**src/rtl/pa_fdsu_seq_ctrl.sv**
```systemverilog
// Sequencing controller for the FDSU divide/sqrt pipeline: EX1 -> ITER -> RND -> PACK -> WB.
// Optional macro PA_FDSU_EARLY_TERM_EN ends ITER early when the partial remainder is zero.
module pa_fdsu_seq_ctrl #(
   parameter int unsigned DIV_ITER  = 13,
   parameter int unsigned SQRT_ITER = 14,
   parameter int unsigned CNT_W     = 4
) (
   input  logic             forever_cpuclk,
   input  logic             cpurst,
   input  logic             idu_fdsu_issue_vld,
   input  logic             idu_fdsu_op_sqrt,
   input  logic [4:0]       idu_fdsu_wb_freg,
   output logic             fdsu_idu_issue_rdy,
   input  logic             ctrl_fdsu_flush,
   input  logic             fdsu_ex1_special,
   input  logic             fdsu_ex2_rem_zero,
   input  logic             frbus_fdsu_wb_grant,
   output logic             fdsu_ex1_sel,
   output logic             fdsu_ex2_iter_en,
   output logic             fdsu_ex2_iter_first,
   output logic [CNT_W-1:0] fdsu_ex2_iter_cnt,
   output logic             fdsu_ex3_rnd_en,
   output logic             fdsu_ex4_pack_en,
   output logic             fdsu_frbus_wb_vld,
   output logic [4:0]       fdsu_yy_wb_freg,
   output logic             fdsu_yy_op_sqrt,
   output logic             fdsu_yy_special,
   output logic             fdsu_yy_busy
);

   typedef enum logic [2:0] {
      S_IDLE,
      S_EX1,
      S_ITER,
      S_RND,
      S_PACK,
      S_WB
   } state_t;

   localparam logic [CNT_W-1:0] DIV_LOAD  = CNT_W'(DIV_ITER - 1);
   localparam logic [CNT_W-1:0] SQRT_LOAD = CNT_W'(SQRT_ITER - 1);

   state_t           state_q, state_d;
   logic [CNT_W-1:0] cnt_q, cnt_d;
   logic             first_q, first_d;
   logic [4:0]       wb_freg_q, wb_freg_d;
   logic             op_sqrt_q, op_sqrt_d;
   logic             special_q, special_d;
   logic             accept;
   logic             early_term;

`ifdef PA_FDSU_EARLY_TERM_EN
   // The first ITER cycle only loads the remainder, so rem_zero is not yet meaningful.
   assign early_term = fdsu_ex2_rem_zero && !first_q;
`else
   logic unused_rem_zero;
   assign unused_rem_zero = fdsu_ex2_rem_zero;
   assign early_term      = 1'b0;
`endif

   assign accept = idu_fdsu_issue_vld && fdsu_idu_issue_rdy;

   always_comb begin
      state_d             = state_q;
      cnt_d               = cnt_q;
      first_d             = first_q;
      wb_freg_d           = wb_freg_q;
      op_sqrt_d           = op_sqrt_q;
      special_d           = special_q;
      fdsu_ex1_sel        = 1'b0;
      fdsu_ex2_iter_en    = 1'b0;
      fdsu_ex2_iter_first = 1'b0;
      fdsu_ex3_rnd_en     = 1'b0;
      fdsu_ex4_pack_en    = 1'b0;
      fdsu_frbus_wb_vld   = 1'b0;
      fdsu_idu_issue_rdy  = (state_q == S_IDLE) && !ctrl_fdsu_flush && !cpurst;

      case (state_q)
         S_IDLE: begin
            if (accept) begin
               state_d   = S_EX1;
               wb_freg_d = idu_fdsu_wb_freg;
               op_sqrt_d = idu_fdsu_op_sqrt;
            end
         end
         S_EX1: begin
            fdsu_ex1_sel = 1'b1;
            special_d    = fdsu_ex1_special;
            if (fdsu_ex1_special) begin
               state_d = S_PACK;
            end else begin
               state_d = S_ITER;
               cnt_d   = op_sqrt_q ? SQRT_LOAD : DIV_LOAD;
               first_d = 1'b1;
            end
         end
         S_ITER: begin
            fdsu_ex2_iter_en    = 1'b1;
            fdsu_ex2_iter_first = first_q;
            first_d             = 1'b0;
            if (early_term) begin
               state_d = S_RND;
               cnt_d   = '0;
            end else if (cnt_q == '0) begin
               state_d = S_RND;
            end else begin
               cnt_d = cnt_q - 1'b1;
            end
         end
         S_RND: begin
            fdsu_ex3_rnd_en = 1'b1;
            state_d         = S_PACK;
         end
         S_PACK: begin
            fdsu_ex4_pack_en = 1'b1;
            state_d          = S_WB;
         end
         S_WB: begin
            fdsu_frbus_wb_vld = 1'b1;
            if (frbus_fdsu_wb_grant) begin
               state_d = S_IDLE;
            end
         end
         default: state_d = S_IDLE;
      endcase

      // Flush aborts from any busy state; a grant in the same WB cycle lands in IDLE too.
      if (ctrl_fdsu_flush && (state_q != S_IDLE)) begin
         state_d = S_IDLE;
      end
   end

   always_ff @(posedge forever_cpuclk) begin
      if (cpurst) begin
         state_q   <= S_IDLE;
         cnt_q     <= '0;
         first_q   <= 1'b0;
         wb_freg_q <= '0;
         op_sqrt_q <= 1'b0;
         special_q <= 1'b0;
      end else begin
         state_q   <= state_d;
         cnt_q     <= cnt_d;
         first_q   <= first_d;
         wb_freg_q <= wb_freg_d;
         op_sqrt_q <= op_sqrt_d;
         special_q <= special_d;
      end
   end

   assign fdsu_ex2_iter_cnt = cnt_q;
   assign fdsu_yy_wb_freg   = wb_freg_q;
   assign fdsu_yy_op_sqrt   = op_sqrt_q;
   assign fdsu_yy_special   = special_q;
   assign fdsu_yy_busy      = (state_q != S_IDLE);

endmodule

```
**config.mk**
```make
export PLATFORM = sky130hd
export DESIGN_NAME = pa_fdsu_seq_ctrl
export DESIGN_NICKNAME = d
export VERILOG_FILES = /design/src/rtl/pa_fdsu_seq_ctrl.sv
export SDC_FILE = /design/constraint.sdc
export NUM_CORES = 1
export LEC_CHECK = 0
export CORE_ASPECT_RATIO = 0.9
export CORE_MARGIN = 3
export CORE_UTILIZATION = 41
export DETAILED_ROUTE_END_ITERATION = 8
export GPL_ROUTABILITY_DRIVEN = 0
export HOLD_SLACK_MARGIN = 0.1
export PLACE_DENSITY = 0.77
export SETUP_SLACK_MARGIN = 0.05
export SLEW_MARGIN = 20
export SYNTH_ARGS = -nofsm -noshare
export SYNTH_HDL_FRONTEND = slang
export SYNTH_SLANG_ARGS = --single-unit
```
**constraint.sdc**
```tcl
create_clock -name forever_cpuclk -period 2.1 [get_ports forever_cpuclk]
set_input_delay 0.21 -clock forever_cpuclk [delete_from_list [all_inputs] [get_ports forever_cpuclk]]
set_output_delay 0.21 -clock forever_cpuclk [all_outputs]
set_load 0.02 [all_outputs]
```
After elaboration in Yosys (flattened, before gate mapping)
Index checks and enable logic that the tools add are counted.

cells by class
  muxes and demuxes = 17
  add/sub/neg operators = 1
  reduce and logical (&&, ||, !) cells = 15
  eq/ne operators = 10

operator list
  operator               count
  $pmux W3 S6            1
  $mux W3                4
  $ne A2 B2 Y1 const B   5
  $mux W1                8
  $mux W4                2
  $pmux W4 S2            1
  $eq A3 B2 Y1 const B   2
  $eq A3 B3 Y1 const B   2
  $reduce_and A3 Y1      2
  $logic_and A1 B1 Y1    4
  $logic_not A4 Y1       1
  $reduce_and A2 Y1      2
  $sub A4 B1 Y4 const B  1
  $eq A3 B1 Y1 const B   1
  $logic_not A3 Y1       1
  $reduce_bool A3 Y1     1
  $logic_not A1 Y1       2
  $pmux W1 S2            1
  $reduce_bool A2 Y1     1
  $reduce_or A2 Y1       1

storage, ports and cells
  word-level logic and storage cells = 49
  input bits = 13
  flip-flop bits (word level) = 15

Longest topological paths before layout
  word-level depth = 6
  gate-level depth with buffers = 5
  depth with buffers taken out = 5

Worst setup path after synthesis
Ideal clock, no wire load.

  kind = flip-flop to output port
  from = reg state_q[2]
  to = out fdsu_idu_issue_rdy
  setup slack = 311 ps
  cell stages (with the launch flop) = 5
  buffers on the path = 1
  arrival time = 1579 ps
  cells stage by stage = dfxtp_1 clkbuf_1 nor3_4 clkinv_1 nor3_1

between the ends
  word-level cells in the longest chain between the ends = 3

RTL lines
  what                               line  source
  from (decl)                        43    state_t state_q, state_d;
  from (signal assigned)             142   state_q <= state_d;
  $logic_not A3 Y1                   76    fdsu_idu_issue_rdy = (state_q == S_IDLE) && !ctrl_fdsu_flush && !cpurst;
  $logic_and A1 B1 Y1 (2 in series)  76
  to (decl)                          13    output logic fdsu_idu_issue_rdy,

Every way passes these cells.

Worst setup path in the final report
  from = reg state_q[1]
  to = out fdsu_ex4_pack_en

between the ends
  word-level cells in the longest chain between the ends = 2

RTL lines
  what          line  source
  $eq A3 B3 Y1  78    case (state_q)
  $mux W1       78
  to (decl)     23    output logic fdsu_ex4_pack_en,

Every way passes these cells.

==> results by group <==
Drt
  – Post-route DRC: 0
  – WL final: 2.082 mm
  – WL per Instance: 13.88 um
  – DR pass1 iterations: 4
  – DR vias: 815
  – Via density: 5.433
  – Initial DRC count: 16
  – Post-DRT Antenna Nets: 0

Placement
  – Placed cell area: 1136 um^2
  – DP HPWL: 1.571 mm
  – Port buffer count: 30

GRT
  – Initial antenna violation count: 0
  – Vias in the first global route: 771
  – First-pass GRT wire length: 3.312 mm
  – Grt total ovfl: 0
  – Largest net degree at the start of global routing: 12
  – Global Route Usage Sum: 18.70%

Pwr
  – Sequential Power Share: 50.7%
  – Leakage: 0.4909 nW
  – Pwr Density: 506.5 nW/um^2
  – Worst vdd ir: 317.3 uV
  – P_sw: 0.1580 mW
  – Switching share of total power: 26.72%
  – Clk pwr share: 26.9%
  – Cell-internal power: 0.4333 mW
  – Logic pwr share: 22.4%

Die
  – Rows: 14
  – Die ar.: 2430 um^2
  – I/O pin count: 32
  – Starting Density: 44.75%
  – Die Ht: 47.07 um
  – Die Span X: 51.63 um
  – Core footprint: 1717 um^2

Clocking
  – CTS H-tree depth: 1
  – Hold Buf Count CTS: 0
  – Max clock buf depth: 2
  – Clk pin slew, worst setup/hold paths: 0.09 ns
  – CTS tree: built
  – CTS buffer count: 3
  – CTS Sinks: 15
  – CTS root buffer: clkbuf_4
  – Later-pin clock latency in the skew report: 0.27 ns

Hold path
  – Hold path startpoint: first_q
  – Hold EP: first_q
  – WHS Path Cells: 2
  – Class of the worst hold path: register to register

Layout
  – Layout cells sized above 1: 13.49%
  – Final Net Count: 141
  – Reg area: 300.3 um^2
  – Antenna diodes: 0
  – Multi-input logic area: 407.9 um^2
  – Design Area, Final: 1167 um^2
  – Area grow syn2layout: 51.95%
  – FILL cells: 161

STA
  – Worst Tran Pin Value: 0.6516 ns
  – Layout Skew: 0.004473 ns
  – RSZ-0062 raised after global routing: no
  – Slew Viols, Final: 0
  – Post-route clock period utilization: 87.21%
  – Setup Viol. Count Final: 0
  – Fin Setup TNS: 0 ns
  – Max_slew headroom: 56.47%
  – Final Critical Period: 1.831 ns
  – Final hold violation count: 0
  – Fmax: 546.1 MHz

Synthesis
  – Syn nets: 103
  – Yosys warns: 0
  – Post-synth EDFFs: 0
  – Yosys reg bits: 15
  – Ys async rst share: 0%
  – Syn Std Cell Area: 768.2 um^2
  – Count leader, synth: dfxtp_1
  – Post-synthesis cell type count: 34
  – Seq/Total Area, Yosys: 39.09%
  – Synth area leader: dfxtp_1
  – Syn avg cell area: 8.632 um^2
  – Mapped Cells: 89
  – Synth area leaders: dfxtp_1, a21oi_1, o21ai_0
  – Ys flop type: dfxtp_1
  – Synth top area share: 39.09%
  – Synth top cells by count: dfxtp_1, a21oi_1, o21ai_0, nand3_1, inv_1

Critical path
  – Reg2Reg Launch Point: state_q[1]
  – R2R setup slack: 0.43 ns
  – R2r worst-path depth: 4
  – CP required: 1.89 ns
  – CP Capture Type: output port
  – Startpoint types: register
  – Critical-path maximum fanout: 9
  – CP Data Arrival Time: 1.62 ns
  – Setup CP Type: register to output port
  – Capturing point of the worst reg2reg path: fdsu_ex2_iter_cnt[3]

Run status
  – Status: finished clean

Flow run
  – Number of max-cap violations: 0
-- cell families after synthesis --
| group | Yosys count | share of synthesized area (%) |
|---|---|---|
| muxes | 3 | 3.909 |
| DFF | 15 | 39.09 |
| buffers and inverters | 13 | 7.817 |
| adders and majority gates | 1 | 1.628 |
| AOI/OAI and AO/OA | 25 | 19.87 |
| and+or+nand+nor | 32 | 27.69 |
-- critical path: stages, from the launching register on --
cell and delay, ns:
dfxtp_1 0.35, buf_4 0.17, nor3b_1 0.20, clkdlybuf4s50_1 0.63
-- registers in the layout, indices dropped and copies added (netlist names) --
signal and cells:
fdsu_yy_wb_freg 5, state_q 3, first_q 1, fdsu_ex2_iter_cnt 4, fdsu_yy_special 1, fdsu_yy_op_sqrt 1
-- stage by stage --
step | hold WS, ns | cells | power (mW) | setup slack (ns) | utilization (%)
final | 0.4578 | 150 | 0.5913 | 0.2687 | 68.00
after global routing | 0.4821 | 150 | 0.6202 | 0.1498 | 68.00
after CTS | 0.4594 | 150 | 0.5988 | 0.07650 | 67.57
after detailed placement | 0.4473 | 146 | 0.4391 | 0.2402 | 66.18
after global placement | 0.4439 | 146 | 0.4357 | 0.2973 | 66.18
after floorplan | 0.2887 | 89 | 0.3686 | 0.3107 | -
-- power by group through the flow --
stage | clock (mW) | sequential (mW) | combinational, mW
after floorplan | 0 | 0.314 | 0.0550
after global placement | 0 | 0.306 | 0.129
after detailed placement | 0 | 0.307 | 0.133
after CTS | 0.165 | 0.300 | 0.133
after global routing | 0.177 | 0.301 | 0.142
final | 0.159 | 0.300 | 0.132
-- worst max-delay path by stage --
stage / start / to / cells past startpoint
floorplan: state_q[2] / fdsu_idu_issue_rdy / 4
global placement: state_q[1] / fdsu_ex2_iter_first / 4
detailed placement: cpurst / fdsu_yy_op_sqrt / 5
CTS: state_q[1] / fdsu_ex1_sel / 3
global route: state_q[2] / fdsu_ex4_pack_en / 3
finish: state_q[1] / fdsu_ex4_pack_en / 3
-- layout make-up --
type | instances | share of cell area (%)
inverters | 6 | 1.929
multi-input cells | 61 | 34.94
repair buffers | 40 | 32.58
well taps | 24 | 2.572
clock buffers | 4 | 2.251
flip-flops and latches | 15 | 25.72
-- placed cells by master, fill, tap and decap left out, types with 2 or more instances in the layout --
master and count:
clkdlybuf4s50_1 25, dfxtp_1 15, buf_4 10, a21oi_1 9, o21ai_0 8, nand3_1 6, inv_1 5, nor3b_1 4
nor2_1 4, mux2i_1 3, clkbuf_4 3, dlymetal6s2s_1 3, a31oi_1 2, or3_1 2, nor4_1 2, or3b_2 2
nand2_1 2, dlygate4sd2_1 2
-- metal layers --
metal  GRT usage [%]  vias to the layer above  wire [um]
li1                -                      400          -
met1           21.47                      387        859
met2           33.50                       24       1056
met3           5.079                        4        131
met4           7.853                        0         35
met5               0                        -          0
-- timing repair --
item                                    in CTS  in global routing
resized for setup                            2                  3
setup buffers                                0                  0
pin swaps                                    0                  0
endpoints found under the setup margin       2                  3
Power figures use the tool's default switching activity.
